`src/rtl/ddc_ring_reader.sv`:
```
// DDC baseband ring reader: follows the writer pointer of the ring RAM, reads
// fixed-length packets of {I,Q} words and streams them on an AXI4-Stream master
// with full backpressure. Writer-laps-reader overruns are counted and the read
// pointer is resynchronised to the writer.
module ddc_ring_reader #(
    parameter int U_DLY      = 1,
    parameter int MAX_ADDR   = 11520,
    parameter int PKT_LEN    = 256,
    parameter int RD_LAT     = 2,
    parameter int OVF_MARGIN = 64
) (
    input  logic        lbs_clk,
    input  logic        rst_n,
    input  logic        enable,
    input  logic [13:0] ddc_conv_waddr,
    output logic [13:0] lbs_addr,
    input  logic [31:0] ddc_conv_data,
    output logic        m_axis_tvalid,
    input  logic        m_axis_tready,
    output logic [31:0] m_axis_tdata,
    output logic        m_axis_tlast,
    output logic [15:0] ovf_cnt,
    output logic        ovf_pulse
);

    localparam logic [13:0] LAST_ADDR = 14'(MAX_ADDR);
    localparam logic [14:0] RING_SIZE = 15'(MAX_ADDR + 1);
    localparam logic [14:0] OVF_LIMIT = 15'(MAX_ADDR + 1 - OVF_MARGIN);
    localparam logic [14:0] PKT_FILL  = 15'(PKT_LEN);
    localparam logic [12:0] PKT_WORDS = 13'(PKT_LEN);
    localparam logic [3:0]  CREDITS   = 4'd4;

    // U_DLY is accepted for compatibility with delayed-assignment simulation models;
    // this RTL applies no assignment delay.
    if (PKT_LEN < 2 || PKT_LEN > 4096 || RD_LAT < 1 || RD_LAT > 3 || U_DLY < 0) begin : g_bad_params
        $error("ddc_ring_reader: parameter out of range");
    end

    typedef enum logic [1:0] {
        ST_IDLE,
        ST_WAIT,
        ST_BURST
    } state_t;

    state_t      state_q, state_d;
    logic [13:0] rd_ptr_q, rd_ptr_d;
    logic [13:0] lbs_addr_q, lbs_addr_d;
    logic [12:0] issued_q, issued_d;
    // Stage 0 lines up with lbs_addr; stage RD_LAT lines up with ddc_conv_data.
    logic [RD_LAT:0] vld_q, vld_d;
    logic [RD_LAT:0] lst_q, lst_d;
    logic [31:0] fifo_data_q [4];
    logic [31:0] fifo_data_d [4];
    logic [3:0]  fifo_last_q, fifo_last_d;
    logic [1:0]  fifo_wr_q, fifo_wr_d;
    logic [1:0]  fifo_rd_q, fifo_rd_d;
    logic [2:0]  fifo_cnt_q, fifo_cnt_d;
    logic [15:0] ovf_cnt_q, ovf_cnt_d;
    logic        ovf_pulse_q, ovf_pulse_d;

    logic [14:0] fill;
    logic [3:0]  in_flight;
    logic [3:0]  occupancy;
    logic        head_vld;
    logic        push;
    logic        pop;
    logic        issue;

    // Ring fill level between the reader and the writer, modulo the ring size.
    always_comb begin
        if (ddc_conv_waddr >= rd_ptr_q) begin
            fill = {1'b0, ddc_conv_waddr} - {1'b0, rd_ptr_q};
        end else begin
            fill = {1'b0, ddc_conv_waddr} + RING_SIZE - {1'b0, rd_ptr_q};
        end
    end

    // Number of reads issued whose data has not yet landed in the output FIFO.
    always_comb begin
        in_flight = '0;
        for (int i = 0; i <= RD_LAT; i++) begin
            in_flight = in_flight + {3'b000, vld_q[i]};
        end
    end

    assign head_vld = (fifo_cnt_q != 3'd0);
    assign pop      = head_vld & m_axis_tready;
    assign push     = vld_q[RD_LAT];
    // A word leaving the FIFO this cycle frees its slot in time for a read issued
    // now, which keeps the stream at one word per cycle under full ready.
    assign occupancy = {1'b0, fifo_cnt_q} + in_flight - {3'b000, pop};

    // Next-state, read issue, overrun handling and output FIFO bookkeeping.
    always_comb begin
        state_d     = state_q;
        rd_ptr_d    = rd_ptr_q;
        lbs_addr_d  = lbs_addr_q;
        issued_d    = issued_q;
        ovf_cnt_d   = ovf_cnt_q;
        ovf_pulse_d = 1'b0;
        issue       = 1'b0;
        vld_d       = {vld_q[RD_LAT-1:0], 1'b0};
        lst_d       = {lst_q[RD_LAT-1:0], 1'b0};
        fifo_data_d = fifo_data_q;
        fifo_last_d = fifo_last_q;
        fifo_wr_d   = fifo_wr_q;
        fifo_rd_d   = fifo_rd_q;

        case (state_q)
            ST_IDLE: begin
                if (enable) begin
                    rd_ptr_d = ddc_conv_waddr;
                    state_d  = ST_WAIT;
                end
            end
            ST_WAIT: begin
                if (!enable) begin
                    state_d = ST_IDLE;
                end else if (fill > OVF_LIMIT) begin
                    ovf_pulse_d = 1'b1;
                    if (ovf_cnt_q != 16'hFFFF) begin
                        ovf_cnt_d = ovf_cnt_q + 16'd1;
                    end
                    rd_ptr_d = ddc_conv_waddr;
                end else if (fill >= PKT_FILL) begin
                    issued_d = '0;
                    state_d  = ST_BURST;
                end
            end
            ST_BURST: begin
                issue = (issued_q < PKT_WORDS) && (occupancy < CREDITS);
                if (issue) begin
                    lbs_addr_d = rd_ptr_q;
                    rd_ptr_d   = (rd_ptr_q == LAST_ADDR) ? 14'd0 : rd_ptr_q + 14'd1;
                    issued_d   = issued_q + 13'd1;
                    vld_d[0]   = 1'b1;
                    lst_d[0]   = (issued_q == PKT_WORDS - 13'd1);
                end
                if (pop && fifo_last_q[fifo_rd_q]) begin
                    state_d = enable ? ST_WAIT : ST_IDLE;
                end
            end
            default: state_d = ST_IDLE;
        endcase

        if (push) begin
            fifo_data_d[fifo_wr_q] = ddc_conv_data;
            fifo_last_d[fifo_wr_q] = lst_q[RD_LAT];
            fifo_wr_d              = fifo_wr_q + 2'd1;
        end
        if (pop) begin
            fifo_rd_d = fifo_rd_q + 2'd1;
        end
        fifo_cnt_d = fifo_cnt_q + {2'b00, push} - {2'b00, pop};
    end

    // State, pointer, tag pipe and FIFO registers with synchronous active-low reset.
    always_ff @(posedge lbs_clk) begin
        if (!rst_n) begin
            state_q     <= ST_IDLE;
            rd_ptr_q    <= '0;
            lbs_addr_q  <= '0;
            issued_q    <= '0;
            vld_q       <= '0;
            lst_q       <= '0;
            for (int i = 0; i < 4; i++) begin
                fifo_data_q[i] <= '0;
            end
            fifo_last_q <= '0;
            fifo_wr_q   <= '0;
            fifo_rd_q   <= '0;
            fifo_cnt_q  <= '0;
            ovf_cnt_q   <= '0;
            ovf_pulse_q <= 1'b0;
        end else begin
            state_q     <= state_d;
            rd_ptr_q    <= rd_ptr_d;
            lbs_addr_q  <= lbs_addr_d;
            issued_q    <= issued_d;
            vld_q       <= vld_d;
            lst_q       <= lst_d;
            fifo_data_q <= fifo_data_d;
            fifo_last_q <= fifo_last_d;
            fifo_wr_q   <= fifo_wr_d;
            fifo_rd_q   <= fifo_rd_d;
            fifo_cnt_q  <= fifo_cnt_d;
            ovf_cnt_q   <= ovf_cnt_d;
            ovf_pulse_q <= ovf_pulse_d;
        end
    end

    assign lbs_addr      = lbs_addr_q;
    assign m_axis_tvalid = head_vld;
    assign m_axis_tdata  = fifo_data_q[fifo_rd_q];
    assign m_axis_tlast  = head_vld & fifo_last_q[fifo_rd_q];
    assign ovf_cnt       = ovf_cnt_q;
    assign ovf_pulse     = ovf_pulse_q;

endmodule

```
`config.mk`:
```
export PLATFORM = sky130hd
export DESIGN_NAME = ddc_ring_reader
export DESIGN_NICKNAME = d
export VERILOG_FILES = /design/src/rtl/ddc_ring_reader.sv
export SDC_FILE = /design/constraint.sdc
export NUM_CORES = 1
export LEC_CHECK = 0
export BUFFER_PORTS_ARGS = -buffer_cell sky130_fd_sc_hd__buf_2
export CORE_ASPECT_RATIO = 0.9
export CORE_MARGIN = 3
export CORE_UTILIZATION = 26
export DETAILED_ROUTE_END_ITERATION = 6
export PLACE_DENSITY = 0.45
export SYNTH_ARGS = -nofsm -noshare
export SYNTH_HDL_FRONTEND = slang
export SYNTH_SLANG_ARGS = --single-unit
```
`constraint.sdc`:
```
create_clock -name lbs_clk -period 5.1 [get_ports lbs_clk]
set_input_delay 1.02 -clock lbs_clk [delete_from_list [all_inputs] [get_ports lbs_clk]]
set_output_delay 1.02 -clock lbs_clk [all_outputs]
set_load 0.005 [all_outputs]
```
### Word level (Yosys, flattened, before mapping)

Cells that the tools add are included.

* shifts and indexed selects: 0
* bitwise operators: 4
* eq/ne operators: 14
* $mul: 0
* order comparisons: 11
* add/sub/neg operators: 14
* multiplexer cells: 32
* reductions and logical operators: 16
* div/mod/pow operators: 0

Operators with widths (count)
* bitwise mux 128 bit: 1
* two-way mux 32 bit: 3
* two-way mux 14 bit: 5
* binary-select mux 32 bit (select 2 bit): 1
* demux 32 bit (select 2 bit): 1
* two-way mux 13 bit: 4
* case mux 14 bit (3 select lines): 1
* case mux 13 bit (2 select lines): 1
* adder 16 x 1 -> 16 bit (second input constant): 1
* inequality test 16 bit (second input constant): 1
* adder 14 x 14 -> 15 bit (second input constant): 1
* >= comparator 15 x 9 -> 1 bit (second input constant): 1
* > comparator 15 x 14 -> 1 bit (second input constant): 1
* two-way mux 15 bit: 1
* subtractor 14 x 14 -> 15 bit: 1
* subtractor 15 x 14 -> 15 bit: 1
* adder 14 x 1 -> 14 bit (second input constant): 1
* == test 14 bit (second input constant): 1
* >= comparator 14 bit: 1
* inequality test 2 bit (second input constant): 7
* adder 13 x 1 -> 13 bit (second input constant): 1
* == test 13 x 8 -> 1 bit (second input constant): 1
* < comparator 13 x 9 -> 1 bit (second input constant): 1
* two-way mux 2 bit: 5
* other kinds (30): 48

* memory bits (writable): 0
* input bits: 50
* memories: 0
* bits in latches: 0
* ROM bits: 0
* logic and storage cells: 109
* bits in registers: 205

### Longest topological paths before layout

* depth in word-level cells: 8
* depth in mapped cells: 18
* gate-level depth less buffers: 16

### Worst setup path before layout

Ideal clock, no wire load.

* kind: input to register
* start point: in ddc_conv_waddr[6]
* end point: reg ovf_cnt_q[15] (netlist: ovf_cnt[15])
* stages: 15
* library setup time: 0.132 ns
* data arrival time: 4.374 ns
* data required time: 4.968 ns
* slack: 0.593 ns
* cells stage by stage: ha_1 > fa_1 > buf_2 > a21oi_1 > and3_1 > o21ai_0 > a311oi_1 > mux2i_1 > o21ai_0 > a211oi_2 > o21ai_2 > buf_6 > buf_2 > o31ai_1 > a21oi_1

* longest elaborated chain between the ends: 5
* elaborated cells between the ends (all ways): 7
* classes of those cells: add/sub (3); order compare (2); mux (1); reduce/logical (1)

RTL lines
* start, declared: line 15 `input logic [13:0] ddc_conv_waddr,`
* adder 14 x 14 -> 15 bit: line 74 `fill = {1'b0, ddc_conv_waddr} + RING_SIZE - {1'b0, rd_ptr_q};`
* subtractor 15 x 14 -> 15 bit: line 74
* two-way mux 15 bit (*): line 71 `if (ddc_conv_waddr >= rd_ptr_q) begin`
* > comparator 15 x 14 -> 1 bit (*): line 119 `end else if (fill > OVF_LIMIT) begin`
* AND reduction 4 bit (no source line) (*)
* end signal, assigned: line 187 `ovf_cnt_q <= ovf_cnt_d;`
* end, declared: line 58 `logic [15:0] ovf_cnt_q, ovf_cnt_d;`

Mark *: on every way between the ends. The rest lies on a longest branch, timed or not.
A chain may end at the register's enable or synchronous reset.

### Final worst setup path

* start point: in ddc_conv_waddr[1]
* end point: reg ovf_cnt_q[14] (netlist: ovf_cnt[14])

The elaborated chain is that of the path after synthesis.

==> run metrics <==
status=finished clean; nature of the critical path endpoint=register; Final Hold Vio Count=0; Die H=around 200 um; crit share post-route=89.6%; P&R area growth vs syn=18.4%; io pins=115; first-pass GRT wire length=roughly 52000 um; antenna violations before repair=0; crit path time final=roughly 4.6 ns; GPL Wtd Cong=0.884; Cells after Synth=approximately 1300; vias in the first global route=slightly below 9000; CP Class=input port to register; Min-Delay Endpoint=issued_q[9]; Seq. cell area=between 0.004 and 0.005 mm2; Tightest Pin Transition=between 1 and 1.5 ns; # setup viols final=0; row cnt=70; setup TNS=0 ns; r2r endpoint=ovf_cnt[14]; Post-route DRC=0; Clock transition at path regs=roughly 0.060 ns; Syn Area/Cell=roughly 8.2 um2; R2R Path Start=rd_ptr_q[1]; TritonCTS Buffers=24; Total GRT Usage=between 10 and 15%; critical-path cell list=buf_2, inv_1, ha_1, inv_1, ha_1, inv_1, fa_1, nor2b_1, o221ai_1, o21ai_0, a31oi_1, xnor2_1, nand3_1, a221oi_4, buf_4, o2111ai_1, or3_1, a21oi_1; Setup WS post-layout=0.531 ns; Sink Count=a little over 200; Yosys reg bits=a little over 200; post-synthesis sequential area ratio=37.9%; Max VDD drop=0.000203 V; Hold Path Stages=2; Slew HR=21.5%; CP required=5.55 ns; Post-Route Skew=0.0219 ns; WL final=33200 um; most frequent cells in the layout=nand2_1, dfxtp_1, a21oi_1, buf_2, inv_1; commonest non-fill, non-tap cell in the layout=nand2_1; nets=1510; worst-path fanout max=4; Core ar.=0.0409 mm2; most frequent CP cell=inv_1; largest net degree at the start of global routing=approximately 130; ys async rst share=0%; Main synth FF type=dfxtp_1; max_cap viols=0; grt met2 use=between 20% and 30%; CTS tree=yes; die outline area=between 0.04 and 0.05 mm2; post-DP HPWL=between 20000 and 25000 um; dpl ws=between 0.08 and 0.09 ns; met1 usage=20.9%; post-synthesis cell type count=78; Yosys warnings=0; Worst path max stage delay=about 0.47 ns; Die X-Extent=221 um; grt total ovfl=0; share of layout cells above drive strength 1=around 17%; worst reg2reg path depth=16; busiest grt layer=met2; hold-fix buffer count after cts=0; Vias/cell=about 4.9; PortBufs=~110; n_diodes=0; routing usage on met3=2.13%; multi-input logic area=approximately 0.0062 mm2; Post-synth EDFFs=0; First DRT Iteration DRCs=764; fillers=roughly 4400; H-tree depth=1; critical path startpoint category=input port; Slew Viols, Final=0; Root Buffer=clkbuf_16; Worst EP arrival=about 5 ns; initial core utilization=26.5%; fmax=~220 MHz; routed length per placed instance=around 17 um; unrepaired setup endpoints after global routing=false; Crit-path slowest cell=a221oi_4; Final ANT Viol Nets=0; Leakage=0.00471 uW; worst hold path type=register to register; clk_lat worst skew=around 0.53 ns; Mapped Area=~0.011 mm2; Mapped Nets=between 1000 and 1500; drt first pass iters=5; CTS resizes=0; Hold Crit Start=issued_q[9]; vias=~9600; r2r setup slk=0.65 ns; Post-CTS Setup Repair Bufs=0; Power per Cell Area=383 mW/mm2; CTS Buffer Depth=3
## kinds of logic (layout without fill, tap and decap cells)
group / after synthesis / in the layout / synth area share, %
fa+ha+maj: 59 / 59 / 7.58
compound gates: 325 / 325 / 18.7
xor+xnor: 22 / 22 / 1.78
buf+inv: 145 / 246 / 5.29
mux: 41 / 41 / 7.61
flops: 205 / 205 / 37.9
simple gates: 520 / 520 / 21.2
## cells in the mapped netlist, drive strengths merged, types with 4 or more instances
library cell	number	area [um2]
inv	64	240
or3	9	56.3
fa	11	220
nand3	37	185
a31oi	10	62.6
xor2	6	52.6
ha	48	601
o21a	6	46.3
a21oi	182	915
o21ai	36	184
and2	13	81.3
buf	23	114
o31ai	6	45.0
a21o	6	45.0
nor4	4	25.0
mux4	33	743
nand2	329	1230
nand4	6	37.5
clkbuf	58	219
o22ai	4	25.0
and3	8	50.1
a41oi	4	35.0
nor3b	5	37.5
xnor2	16	140
o211ai	4	43.8
dfxtp	205	4100
mux2i	7	70.1
or2	4	25.0
nor2b	9	56.3
nor2	47	176
o32ai	6	52.6
o311ai	4	35.0
nor3	22	121
a211oi	10	80.1
a32oi	5	43.8
or4	9	67.6
nand2b	8	50.1
## critical path, delay by kind of cell
family / cells / cell delay (ns)
compound gates: 6 / 1.57
buf+inv: 5 / 0.52
xor+xnor: 1 / 0.28
fa+ha+maj: 3 / 0.91
simple gates: 3 / 0.74
## power breakdown
part           internal, uW  switching [uW]  leakage, uW
clock network          1140             730     0.000421
registers              1650             103      0.00165
logic                   542             755      0.00264
total                  3330            1590      0.00471
## state kept, by name, indices dropped and copies added, names as in the netlist
| signal | flops |
|---|---|
| fifo_cnt_q | 3 |
| fifo_wr_q | 2 |
| ovf_cnt | 16 |
| fifo_rd_q | 2 |
| lst_q | 3 |
| ovf_pulse | 1 |
| fifo_data_q | 128 |
| rd_ptr_q | 14 |
| lbs_addr | 14 |
| fifo_last_q | 4 |
| issued_q | 13 |
| vld_q | 3 |
| state_q | 2 |
## stage by stage
step	power, uW	cells	hold WS (ns)	area (um2)	util, %
after CTS	4960	1958	0.428	12800	31.4
after global routing	5190	1958	0.450	12800	31.4
final	4910	1958	0.425	12800	31.4
after floorplan	2690	1317	0.404	10800	-
after global placement	3080	1915	0.415	12000	29.2
after detailed placement	3080	1915	0.418	12000	29.2
## layout make-up
type	count	area share, %
inverter	64	1.91
sequential	205	32.0
clock inverter	8	1.12
timing repair buffer	139	6.01
clock buffer	35	5.63
tap	540	5.27
multi-input combinational	967	48.1
## how the worst max path moves through the flow
stage / startpoint / depth (start not counted) / slack [ns] / end
after detailed placement: ddc_conv_waddr[1] / 18 / 0.08 / ovf_cnt[14]
after global routing: ddc_conv_waddr[1] / 18 / 0.23 / ovf_cnt[9]
after floorplan: ddc_conv_waddr[6] / 15 / 0.59 / ovf_cnt[15]
after CTS: ddc_conv_waddr[1] / 18 / 0.63 / ovf_cnt[14]
final: ddc_conv_waddr[1] / 18 / 0.53 / ovf_cnt[14]
after global placement: ddc_conv_waddr[1] / 18 / 0.20 / ovf_cnt[15]
## metal layers
metal,share of wire (%),vias up
li1,-,4784
met1,50,4597
met2,45,220
met3,4.2,30
met4,1.2,0
met5,0,-
No activity file was read; power rests on OpenSTA's default activity.
